`config.mk`:
```
export PLATFORM = sky130hd
export DESIGN_NAME = quad_enc_decoder
export DESIGN_NICKNAME = d
export VERILOG_FILES = /design/src/rtl/quad_enc_decoder_pkg.sv /design/src/rtl/quad_enc_decoder_deb.sv /design/src/rtl/quad_enc_decoder.sv
export SDC_FILE = /design/constraint.sdc
export NUM_CORES = 1
export LEC_CHECK = 0
export BUFFER_PORTS_ARGS = -buffer_cell sky130_fd_sc_hd__buf_2
export CORE_AREA = 2 2 77 79
export DETAILED_ROUTE_END_ITERATION = 12
export DIE_AREA = 0 0 79 81
export SLEW_MARGIN = 30
export SYNTH_ARGS = -nofsm -noshare
export SYNTH_HDL_FRONTEND = slang
export SYNTH_SLANG_ARGS = --single-unit
```
`constraint.sdc`:
```
create_clock -name clk -period 4.2 [get_ports clk]
set_clock_uncertainty 0.1 [all_clocks]
set_input_delay 0.84 -clock clk [delete_from_list [all_inputs] [get_ports clk]]
set_output_delay 0.84 -clock clk [all_outputs]
set_load 0.01 [all_outputs]
```
`src/rtl/quad_enc_decoder_pkg.sv`:
```
// quad_enc_decoder_pkg: quadrature phase encoding and step classification
package quad_enc_decoder_pkg;
  typedef enum logic [1:0] {PH00, PH10, PH11, PH01} qph_e;
  function automatic qph_e qph(input logic [1:0] ab);
    return qph_e'({ab[0], ab[1] ^ ab[0]});
  endfunction
  // {legal, inc, dec}; a change of both phases at once is the only illegal move
  function automatic logic [2:0] qdir(input logic [1:0] prev, input logic [1:0] cur);
    logic [1:0] p, c;
    p = qph(prev);
    c = qph(cur);
    return {(prev ^ cur) != 2'b11, c == p + 2'd1, p == c + 2'd1};
  endfunction
endpackage

```
`src/rtl/quad_enc_decoder_deb.sv`:
```
// deb_filter: synchroniser plus level filter for one encoder phase
module deb_filter #(
  parameter int SYNC_STAGES = 2,
  parameter int FILT_CYC = 16
) (
  input  logic clk,
  input  logic rst,
  input  logic init,
  input  logic din,
  output logic dout
);
  localparam int CW = FILT_CYC > 1 ? $clog2(FILT_CYC) : 1;
  localparam logic [CW-1:0] last = CW'(FILT_CYC - 1);
  logic [SYNC_STAGES-1:0] sync;
  logic [CW-1:0] cnt;
  logic filt, s;
  assign s = sync[SYNC_STAGES-1];
  // during init the synchronised level bypasses the filter so the decoder starts at rest
  assign dout = init ? s : filt;
  always_ff @(posedge clk)
    if (rst) begin
      sync <= '0;
      cnt <= '0;
      filt <= 1'b0;
    end else begin
      sync <= {sync[SYNC_STAGES-2:0], din};
      filt <= (init || cnt == last) ? s : filt;
      cnt <= (init || s == filt || cnt == last) ? '0 : cnt + CW'(1);
    end
endmodule

```
`src/rtl/quad_enc_decoder.sv`:
```
// quad_enc_decoder: filtered x4 quadrature decode into signed position, step and direction
module quad_enc_decoder
  import quad_enc_decoder_pkg::*;
#(
  parameter int SYNC_STAGES = 2,
  parameter int FILT_CYC = 16,
  parameter int CNT_W = 16,
  parameter int WRAP = 1
) (
  input  logic clk,
  input  logic rst,
  input  logic a_in,
  input  logic b_in,
  input  logic clr,
  input  logic err_clr,
  output logic signed [CNT_W-1:0] pos,
  output logic step,
  output logic dir,
  output logic err
);
  localparam int IW = $clog2(SYNC_STAGES + 1);
  localparam logic signed [CNT_W-1:0] pmax = {1'b0, {(CNT_W-1){1'b1}}};
  localparam logic signed [CNT_W-1:0] pmin = {1'b1, {(CNT_W-1){1'b0}}};
  localparam logic signed [CNT_W-1:0] one = {{(CNT_W-1){1'b0}}, 1'b1};
  logic init, fa, fb, legal, inc, dec, mv;
  logic [IW-1:0] icnt;
  logic [1:0] cur, prev;
  logic signed [CNT_W-1:0] pos_nxt;
  deb_filter #(.SYNC_STAGES(SYNC_STAGES), .FILT_CYC(FILT_CYC)) u_deb_a (
    .clk(clk), .rst(rst), .init(init), .din(a_in), .dout(fa)
  );
  deb_filter #(.SYNC_STAGES(SYNC_STAGES), .FILT_CYC(FILT_CYC)) u_deb_b (
    .clk(clk), .rst(rst), .init(init), .din(b_in), .dout(fb)
  );
  assign cur = {fa, fb};
  assign {legal, inc, dec} = qdir(prev, cur);
  assign mv = !init && (inc || dec);
  always_comb
    pos_nxt = clr ? '0 :
              !mv ? pos :
              inc ? ((pos == pmax && WRAP == 0) ? pos : pos + one) :
                    ((pos == pmin && WRAP == 0) ? pos : pos - one);
  always_ff @(posedge clk)
    if (rst) begin
      init <= 1'b1;
      icnt <= '0;
      prev <= '0;
      pos <= '0;
      step <= 1'b0;
      dir <= 1'b0;
      err <= 1'b0;
    end else begin
      init <= init && icnt != IW'(SYNC_STAGES);
      icnt <= init ? icnt + IW'(1) : icnt;
      prev <= cur;
      pos <= pos_nxt;
      step <= mv;
      dir <= mv ? dec : dir;
      err <= (!init && !legal) || (err && !err_clr);
    end
endmodule
```
==> results.py <==
metrics = {
    "yosys": {
        "synth-seq-area-share": 0.3476,
        "yosysWarnings": 0,
        "ys_ff_latch": 38,
        "syn_area_um2": 2188,
        "synth_ff_type": "dfxtp_1",
        "syn_area_per_cell_um2": 8.824,
        "syn_nets": 272,
        "synth.distinct_cells": 49,
        "synth_cells": 248,
        "synth_edf_count": 0,
        "async_reset_ff_frac": 0,
    },
    "worst_hold_path": {
        "hold_class": "reg2reg",
        "hold_end": "u_deb_a.sync[1]",
        "worstHoldStart": "u_deb_a.sync[0]",
        "hold_depth": 1,
    },
    "cells_and_area": {
        "layout_commonest_cell": "dfxtp_1",
        "layout.cells.most_common_list": "dfxtp_1, nor2_1, buf_2",
        "layout.nets": 296,
        "final_cells": 348,
        "area_growth_syn_to_layout_pct": 11.72,
        "utilization": 0.4308,
        "antennaDiodeCount": 0,
        "layout-drive-gt1-share": 0.1648,
    },
    "placed_design": {
        "place_inst": 340,
        "pre_cts_ws_ns": 0.5597,
        "io_buffers": 24,
        "routabilityCongestion": 0.8426,
        "dp_hpwl_um": 3189,
    },
    "setup_path": {
        "worstPathArrival_ns": 3.70,
        "worst_path_max_delay_cell": "dfxtp_1",
        "crit_required_ns": 4.32,
        "cp-end-kind": "register",
        "cp_max_fo": 15,
        "rrSetupSlack_ns": 0.62,
        "critical_path.startpoint_type": "register",
        "path_cells": "mux2i_2 > xnor2_2 > nand2b_1 > ha_1 > o211ai_1 > o21ai_1 > o2111a_1 > o22a_1 > mux2i_1 > mux2i_1",
        "r2r-end": "pos[15]",
        "crit_path_frequent_cell": "mux2i_1",
        "rr_startpoint": "init",
        "crit_type": "reg2reg",
        "critical_path.max_stage_delay_ns": 0.63,
        "worstRegToRegCells": 10,
    },
    "floorplan": {
        "io-pin-count": 25,
        "rows": 28,
        "core_area_um2": 5675,
        "die_w_um": 79,
        "die_y_um": 81,
        "start_util": 0.3856,
        "dieArea_um2": 6399,
    },
    "cts": {
        "cts_setup_buffers": 0,
        "cts_max_level": 2,
        "cts_resized": 0,
        "cts_root_buf": "clkbuf_8",
        "cts_sinks": 38,
        "numCtsBuffers": 5,
        "ctsHoldBuffers": 0,
        "clkTransAtPathRegs_ns": 0.07,
        "cts_max_path_buffers": 2,
        "clock_latency_ns": 0.29,
        "cts_tree": "built",
    },
    "sta": {
        "post-route-min-period_ns": 3.582,
        "tightest_slew_ns": 0.6384,
        "rsz0062_at_grt": "no",
        "hold_violations": 0,
        "final.setup.tns_ns": 0,
        "slew_violations": 0,
        "max_freq_mhz": 279.2,
        "whs_ns": 0.3415,
        "relSlewSlack": 0.5744,
        "timing.final.crit_share": 0.8529,
        "fin_ws_ns": 0.6178,
        "final-setup-viol-count": 0,
    },
    "power_and_ir_drop": {
        "powerDensity_nw_per_um2": 391.2,
        "pwr-share-seq": 0.428,
        "cellLeakagePower_nw": 1.056,
        "p_sw_mw": 0.3151,
        "p_int_mw": 0.6412,
        "swShare": 0.3295,
        "ir_drop_mv": 0.1862,
        "pwr-share-clk": 0.281,
        "pwr-share-comb": 0.290,
    },
    "routing": {
        "first_pass_iters": 4,
        "viasPerCell": 4.980,
        "first_iter_violations": 102,
        "wirelength_um": 4337,
        "wl_per_cell_um": 12.46,
        "drc": 0,
        "vias": 1733,
        "antenna_left": 0,
    },
    "grt": {
        "antenna_found_initial": 0,
        "grt_first_pass_wirelength_um": 7431,
        "gr-usage-met2": 0.2424,
        "grt.busiest_layer": "met2",
        "grt_use_met3": 0.03444,
        "grt_max_degree": 20,
        "grtUsageMet1": 0.1924,
        "overflow": 0,
        "grt_usage": 0.1477,
        "grt_pass1_vias": 1645,
    },
    "run_status": {
        "status": "completed",
    },
    "run": {
        "drv_cap": 0,
    },
}
==> cell usage after synthesis, types with 3 or more instances <==
cell / number / share of area
and3_1: 4 / 0.011
o21ai_0: 11 / 0.025
a21o_1: 6 / 0.021
a31oi_1: 3 / 0.0086
dfxtp_1: 38 / 0.35
nor2b_1: 6 / 0.017
xor2_1: 5 / 0.020
a21oi_1: 21 / 0.048
ha_1: 17 / 0.097
xnor2_1: 16 / 0.064
nand3_1: 11 / 0.025
inv_1: 7 / 0.012
mux2i_1: 5 / 0.023
nor3_1: 3 / 0.0069
nor2_1: 28 / 0.048
nand2_1: 23 / 0.039
clkbuf_1: 3 / 0.0051
==> registers in the layout, summed over array words and instances (netlist names) <==
name          cells
err               1
prev              2
pos              16
u_deb_b.sync      2
init              1
u_deb_b.cnt       4
u_deb_b.filt      1
u_deb_a.sync      2
dir               1
u_deb_a.filt      1
step              1
u_deb_a.cnt       4
icnt              2
==> power groups by stage <==
stage	Combinational, mW	Clock, mW	Sequential [mW]
4_1_cts	0.280	0.277	0.411
3_5_place_dp	0.278	0	0.419
2_1_floorplan	0.238	0	0.409
3_3_place_gp	0.276	0	0.418
5_1_grt	0.317	0.289	0.415
6_report	0.277	0.269	0.410
==> layer usage <==
layer,routed length (um),vias up,part of all wire
li1,-,922,-
met1,2162,784,0.50
met2,1990,20,0.46
met3,131,7,0.030
met4,52,0,0.012
met5,0,-,0
==> critical path: cells and delay by family (launching register included) <==
family / cells / cell delay [ns]
and+or+nand+nor: 1 / 0.42
muxes: 3 / 0.80
DFF: 1 / 0.63
AOI/OAI and AO/OA: 4 / 0.85
xor gates and xnor gates: 1 / 0.19
adders and majority gates: 1 / 0.53
==> area by class of cell <==
class                           count  area [um2]
Clock inverter                      2       12.51
Fill cell                         600        3231
Tap cell                           75       93.84
Multi-Input combinational cell    196        1349
Inverter                            7       26.28
Clock buffer                        6       82.58
Sequential cell                    38       760.7
Timing Repair Buffer               24       120.1
==> stage by stage <==
step / power [mW] / area, um2
after floorplan: 0.6465 / 2188
after global placement: 0.6937 / 2350
after detailed placement: 0.6971 / 2350
after CTS: 0.9678 / 2445
after global routing: 1.021 / 2445
final: 0.9564 / 2445
==> cell families after synthesis <==
| logic type | Yosys count | share of synthesized area |
|---|---|---|
| compound gates | 63 | 0.1984 |
| flops | 38 | 0.3476 |
| simple gates | 86 | 0.1841 |
| xor+xnor | 22 | 0.09148 |
| mux | 7 | 0.03602 |
| buf+inv | 14 | 0.03602 |
| fa+ha+maj | 18 | 0.1063 |
==> worst max path at each step <==
stage / cells past startpoint / slack [ns] / end / start
after floorplan: 12 / 0.91 / pos[12] / init
after global placement: 10 / 0.68 / pos[15] / init
after detailed placement: 10 / 0.56 / pos[15] / init
after CTS: 10 / 0.53 / pos[15] / init
after global routing: 10 / 0.18 / pos[15] / init
final: 10 / 0.62 / pos[15] / init
Power figures use the tool's default switching activity.
